--- src/rtl/canvas_port_arbiter.sv ---
// canvas_port_arbiter
//   Owns port A (read/write) of the 1024x1 small canvas RAM. The port is shared
//   between three users:
//   - the mouse-drawing writer
//   - the recognizer's read-out sweep
//   - an internal sweeper that zeroes the canvas once a result is committed.
//   The VGA read port of the RAM is not routed through here.
//
// State table
//   IDLE  | mouse owns the port; a buffered write drains first
//   READ  | recognizer owns the port; mouse writes are parked in the hold buffer
//   CLEAR | sweeper writes CLEAR_VAL to every cell, one per cycle
//
// Ports
//   clk, rst                    system clock, synchronous active-high reset
//   wr_req, wr_addr, wr_data    mouse write strobe, one cycle per pixel
//   wr_overflow                 sticky: a parked mouse write was overwritten
//   rd_req, rd_gnt              recognizer ownership request / grant
//   rd_addr, rd_data            recognizer read address / cell value (from ram_q)
//   clear_start                 one-cycle request to clear the canvas
//   clear_busy, clear_done      clear pending-or-running / last-cell pulse
//   ram_addr, ram_d, ram_we     to small_canvas a / d / we
//   ram_q                       from small_canvas spo
module canvas_port_arbiter #(
  parameter int   ADDR_W    = 10,
  parameter int   DEPTH     = 1024,
  parameter logic CLEAR_VAL = 1'b0
) (
  input  logic              clk,
  input  logic              rst,
  input  logic              wr_req,
  input  logic [ADDR_W-1:0] wr_addr,
  input  logic              wr_data,
  output logic              wr_overflow,
  input  logic              rd_req,
  output logic              rd_gnt,
  input  logic [ADDR_W-1:0] rd_addr,
  output logic              rd_data,
  input  logic              clear_start,
  output logic              clear_busy,
  output logic              clear_done,
  output logic [ADDR_W-1:0] ram_addr,
  output logic              ram_d,
  output logic              ram_we,
  input  logic              ram_q
);

  typedef enum logic [1:0] {
    IDLE  = 2'd0,
    READ  = 2'd1,
    CLEAR = 2'd2
  } state_t;

  // Terminal count is an explicit compare; the counter is never allowed to
  // rely on natural wrap-around.
  localparam logic [ADDR_W-1:0] LAST_CELL = ADDR_W'(DEPTH - 1);

  state_t            state;
  state_t            state_nxt;

  logic              hb_valid;
  logic [ADDR_W-1:0] hb_addr;
  logic              hb_data;

  logic              clear_pending;
  logic              clear_pending_nxt;
  logic [ADDR_W-1:0] sweep_cnt;

  logic              sweep_last;
  logic              hb_drain;
  logic              hb_store;
  logic              clear_accept;
  logic              enter_clear;
  logic              we_int;

  assign sweep_last   = (state == CLEAR) && (sweep_cnt == LAST_CELL);
  assign hb_drain     = (state == IDLE) && hb_valid;

  // A mouse write is parked when the port belongs to the recognizer, or when
  // an older parked write is using the port this cycle. Writes that arrive
  // during CLEAR are dropped: they would only be wiped by the sweep.
  assign hb_store     = wr_req && ((state == READ) || hb_drain);

  // A second clear request while one is pending or running adds nothing.
  assign clear_accept = clear_start && !clear_pending && (state != CLEAR);
  assign enter_clear  = (state_nxt == CLEAR) && (state != CLEAR);

  always_comb begin
    state_nxt = state;
    case (state)
      IDLE: begin
        if (clear_pending) begin
          state_nxt = CLEAR;
        end else if (rd_req) begin
          state_nxt = READ;
        end
      end
      READ: begin
        // A read sweep is never preempted; a pending clear waits for it.
        if (!rd_req) begin
          state_nxt = clear_pending ? CLEAR : IDLE;
        end
      end
      CLEAR: begin
        if (sweep_last) begin
          state_nxt = IDLE;
        end
      end
      default: state_nxt = IDLE;
    endcase
  end

  always_comb begin
    clear_pending_nxt = clear_pending;
    if (enter_clear) begin
      clear_pending_nxt = 1'b0;
    end else if (clear_accept) begin
      clear_pending_nxt = 1'b1;
    end
  end

  always_ff @(posedge clk) begin
    if (rst) begin
      state         <= IDLE;
      rd_gnt        <= 1'b0;
      clear_busy    <= 1'b0;
      clear_done    <= 1'b0;
      clear_pending <= 1'b0;
      wr_overflow   <= 1'b0;
      hb_valid      <= 1'b0;
      hb_addr       <= '0;
      hb_data       <= 1'b0;
      sweep_cnt     <= '0;
    end else begin
      state         <= state_nxt;
      rd_gnt        <= (state_nxt == READ);
      clear_pending <= clear_pending_nxt;
      clear_busy    <= clear_pending_nxt || (state_nxt == CLEAR);
      clear_done    <= sweep_last;

      // The counter is held at zero outside CLEAR, so every sweep starts at
      // cell 0.
      if ((state != CLEAR) || sweep_last) begin
        sweep_cnt <= '0;
      end else begin
        sweep_cnt <= sweep_cnt + 1'b1;
      end

      // Overwriting a parked write that is not leaving this cycle loses a
      // pixel, which is what the sticky flag records.
      if (hb_store && hb_valid && !hb_drain) begin
        wr_overflow <= 1'b1;
      end

      // A clear wipes the canvas anyway, so parked writes are simply dropped
      // and do not count as overflow.
      if ((state_nxt == CLEAR) || (state == CLEAR)) begin
        hb_valid <= 1'b0;
      end else if (hb_store) begin
        hb_valid <= 1'b1;
        hb_addr  <= wr_addr;
        hb_data  <= wr_data;
      end else if (hb_drain) begin
        hb_valid <= 1'b0;
      end
    end
  end

  // Port mux. The mouse path adds no latency when the buffer is empty.
  always_comb begin
    we_int   = 1'b0;
    ram_addr = wr_addr;
    ram_d    = wr_data;
    case (state)
      IDLE: begin
        if (hb_valid) begin
          we_int   = 1'b1;
          ram_addr = hb_addr;
          ram_d    = hb_data;
        end else if (wr_req) begin
          we_int   = 1'b1;
        end
      end
      READ: begin
        ram_addr = rd_addr;
        ram_d    = CLEAR_VAL;
      end
      CLEAR: begin
        we_int   = 1'b1;
        ram_addr = sweep_cnt;
        ram_d    = CLEAR_VAL;
      end
      default: begin
        we_int   = 1'b0;
      end
    endcase
  end

  // Writes are suppressed in the cycle rst is sampled, so a reset during a
  // sweep stops the RAM writes immediately.
  assign ram_we  = we_int && !rst;
  assign rd_data = ram_q;

endmodule

--- config.mk ---
export PLATFORM = sky130hd
export DESIGN_NAME = canvas_port_arbiter
export DESIGN_NICKNAME = d
export VERILOG_FILES = /design/src/rtl/canvas_port_arbiter.sv
export SDC_FILE = /design/constraint.sdc
export NUM_CORES = 1
export LEC_CHECK = 0
export CORE_UTILIZATION = 45
export DETAILED_ROUTE_END_ITERATION = 8
export HOLD_SLACK_MARGIN = 0.12
export PLACE_DENSITY = 0.86
export SETUP_SLACK_MARGIN = 0.05
export SLEW_MARGIN = 10
export SYNTH_ARGS = -nofsm -noshare
export SYNTH_HDL_FRONTEND = slang
export SYNTH_SLANG_ARGS = --single-unit
--- constraint.sdc ---
create_clock -name clk -period 1.9 [get_ports clk]
set_clock_uncertainty 0.1 [all_clocks]
set_input_delay 0.38 -clock clk [delete_from_list [all_inputs] [get_ports clk]]
set_output_delay 0.38 -clock clk [all_outputs]
set_load 0.005 [all_outputs]
==> out/metrics.csv <==
stage,metric,value,unit
run_status,status,finished with violations,
run_status,violations,negative setup slack,
synth,seq_area_frac_synth,0.375,
floorplanning,start_util,0.491,
power_and_ir_drop,ir_worst_vdd,0.504,mV
critical_path,cp_max_fo,5,
synth,synth_seq_cells,29,
place,gp_congestion,0.796,
floorplanning,rows,20,
sta,setup_violations,10,
drt,first_pass_iters,4,
drt,vias,1584,
global_route,grt_usage,0.250,
drt,drt_iter0_markers,56,
critical_path,endpoint_kind,output port,
floorplanning,die_area,3680,um^2
sta,fin_crit_sh,1.09,
critical_path,path_cells,mux2_4 -> mux4_2 -> buf_2,
global_route,grt_max_degree,24,
cts,cts_tree,yes,
power_and_ir_drop,powerDensity,628,nW/um^2
critical_path,cpMaxStageDelayCell,mux4_2,
floorplanning,die_width,60.6,um
global_route,antenna_found_initial,0,
global_route,grt_pass1_wl,6.56,mm
sta,grt_setup_unrepaired,true,
sta,fin_ws,-178,ps
final_layout,final_cell_area,2230,um^2
final_layout,utilization,0.708,
drt,via_per_inst,5.54,
final_layout,num_antenna_cells,0,
sta,finalHoldViolations,0,
drt,wl_per_cell,15.4,um
critical_path,required,1420,ps
global_route,grt_pass1_vias,1467,
cts,htreeDepth,2,
drt,routed_wl,4.42,mm
final_layout,fillers,248,
synth,synthArstFlopShare,0,
cts,cts_root_buf,clkbuf_4,
place,dpl-instance-area,2070,um^2
synth,synth_area_per_cell,8.50,um^2
final_layout,syn_to_final_growth,44.3,%
power_and_ir_drop,p_leak,0.000848,uW
synth,ys_warn_count,0,
sta,worstMarginPinSlew,658,ps
sta,slew_viol_final,0,
critical_path,cp-start-kind,register,
critical_path,crit_buf_inv,1,
global_route,grt.overflow.total,0,
final_layout,multi_input_comb_area,932,um^2
place,dp_hpwl,2.81,mm
sta,setup_tns,-1150,ps
sta,slew-limit-headroom,0.561,
critical_path,cp_top_family,multiplexers,
critical_path,criticalPathCategory,reg2out,
critical_path,worst_ep_arrival_time,1600,ps
cts,insertion_delay,330,ps
final_layout,regArea,592,um^2
synth,synth_cell_types,40,
job,maxCapViolCount,0,
synth,netlist_area,1550,um^2
floorplanning,ioPinCount,44,
synth,synth_edf_count,0,
cts,clock_sinks,29,
synth,syn_inst,182,
sta,min_period,2080,ps
cts,cts_made_buffers,5,
critical_path,max_stage_delay,440,ps
synth,syn_nets,210,
drt,drc,0,
floorplanning,core-area,3150,um^2
final_layout,drive_gt1_frac,0.231,
sta,fmax,0.481,GHz
cts,clockBufferDepth,2,
hold_path,worstHoldPathType,reg2reg,
drt,final_antenna_net_count,0,
final_layout,finalNetCount,269,
floorplanning,die_h,60.6,um
synth,synthFlopType,dfxtp_1,
cts,cts.clk_slew.worst_paths,90,ps
place,port_buffers,41,
power_and_ir_drop,report.power.total,1400,uW
report_power, final:
group / total [uW] / switching (uW) / internal [uW]
registers: 656 / 26.5 / 630
logic: 389 / 160 / 228
clock network: 357 / 210 / 147
total: 1400 / 397 / 1010
state kept, by name, indices dropped and copies added, names as in the netlist:
name,count
hb_valid,1
clear_pending,1
sweep_cnt,10
hb_data,1
rd_gnt,1
wr_overflow,1
hb_addr,10
clear_done,1
clear_busy,1
state,2
tightest hold or removal path, cell delays in order, from the launching register on:
cell	delay, ps
dfxtp_1	320
nand2_1	50
mux2i_1	50
layout by cell type (no fill, tap or decap), types with 4 or more instances in the layout:
cell type / netlist / final
o21ai_0: 4 / 4
buf_6: 2 / 6
a221o_1: 9 / 9
clkdlybuf4s50_1: 0 / 28
mux2i_1: 12 / 12
a21oi_1: 13 / 12
nor2_1: 14 / 13
clkbuf_4: 0 / 5
buf_2: 4 / 11
nand3b_1: 9 / 9
nand2_1: 35 / 35
buf_4: 2 / 15
dfxtp_1: 29 / 26
routing by layer:
layer  track usage  share of wire  up-vias
met5             0              0        -
li1              -              -      770
met1         0.281           0.42      751
met2         0.438           0.51       52
met4         0.117          0.022        0
met3        0.0704          0.049       11
worst paths after layout:
path                            from                       to  slack (ps)  cells after the start
min reg2reg  hb_addr[7]$_SDFFE_PP0P_  hb_addr[7]$_SDFFE_PP0P_         360                      2
max reg2reg  sweep_cnt[0]$_SDFF_PP0_  sweep_cnt[8]$_SDFF_PP0_         210                      6
max            hb_valid$_SDFFE_PP0P_              ram_addr[3]        -180                      3
min          hb_addr[7]$_SDFFE_PP0P_  hb_addr[7]$_SDFFE_PP0P_         360                      2
through the flow:
step	cells	setup slack (ps)	hold WS, ps
6_report	286	-178	363
3_5_place_dp	271	-535	353
3_3_place_gp	271	-519	346
2_1_floorplan	182	217	331
5_1_grt	286	-228	380
4_1_cts	284	-177	365
synthesized netlist by cell type, types with 3 or more instances:
library cell / number / share of area
nor2_1: 14 / 0.034
dfxtp_1: 29 / 0.38
clkbuf_1: 6 / 0.015
o21ai_0: 4 / 0.013
a21oi_1: 13 / 0.042
nor2b_1: 3 / 0.012
inv_1: 3 / 0.0073
a221o_1: 9 / 0.058
xor2_1: 3 / 0.017
buf_2: 4 / 0.013
or3_1: 3 / 0.012
mux2i_1: 12 / 0.078
nand2_1: 35 / 0.085
nand3b_1: 9 / 0.044
cell type report:
class / instances / share of cell area
well taps: 44 / 0.0246
multi-input cells: 137 / 0.417
flip-flops and latches: 29 / 0.265
inverters: 3 / 0.00504
clock buffers: 8 / 0.0218
repair buffers: 65 / 0.266
what timing repair did:
| action | 4_1_cts | 5_1_grt |
|---|---|---|
| setup buffers | 4 | 2 |
| pin swaps | 12 | 6 |
| gates resized for setup | 65 | 11 |
| gates cloned | 1 | 1 |
| hold buffers | 0 | 0 |
| setup endpoints to repair | 12 | 12 |
kinds of logic (layout without fill, tap and decap cells):
group                      Yosys count  count (layout)  share of synthesized area
adders and majority gates            2               2                     0.0146
xor gates and xnor gates             5               5                     0.0283
muxes                               14              14                     0.0994
DFF                                 29              29                      0.375
and+or+nand+nor                     77              77                      0.246
buffers and inverters               17              76                     0.0590
AOI/OAI and AO/OA                   38              39                      0.178
Note: power is estimated with default switching activity, not from simulation.
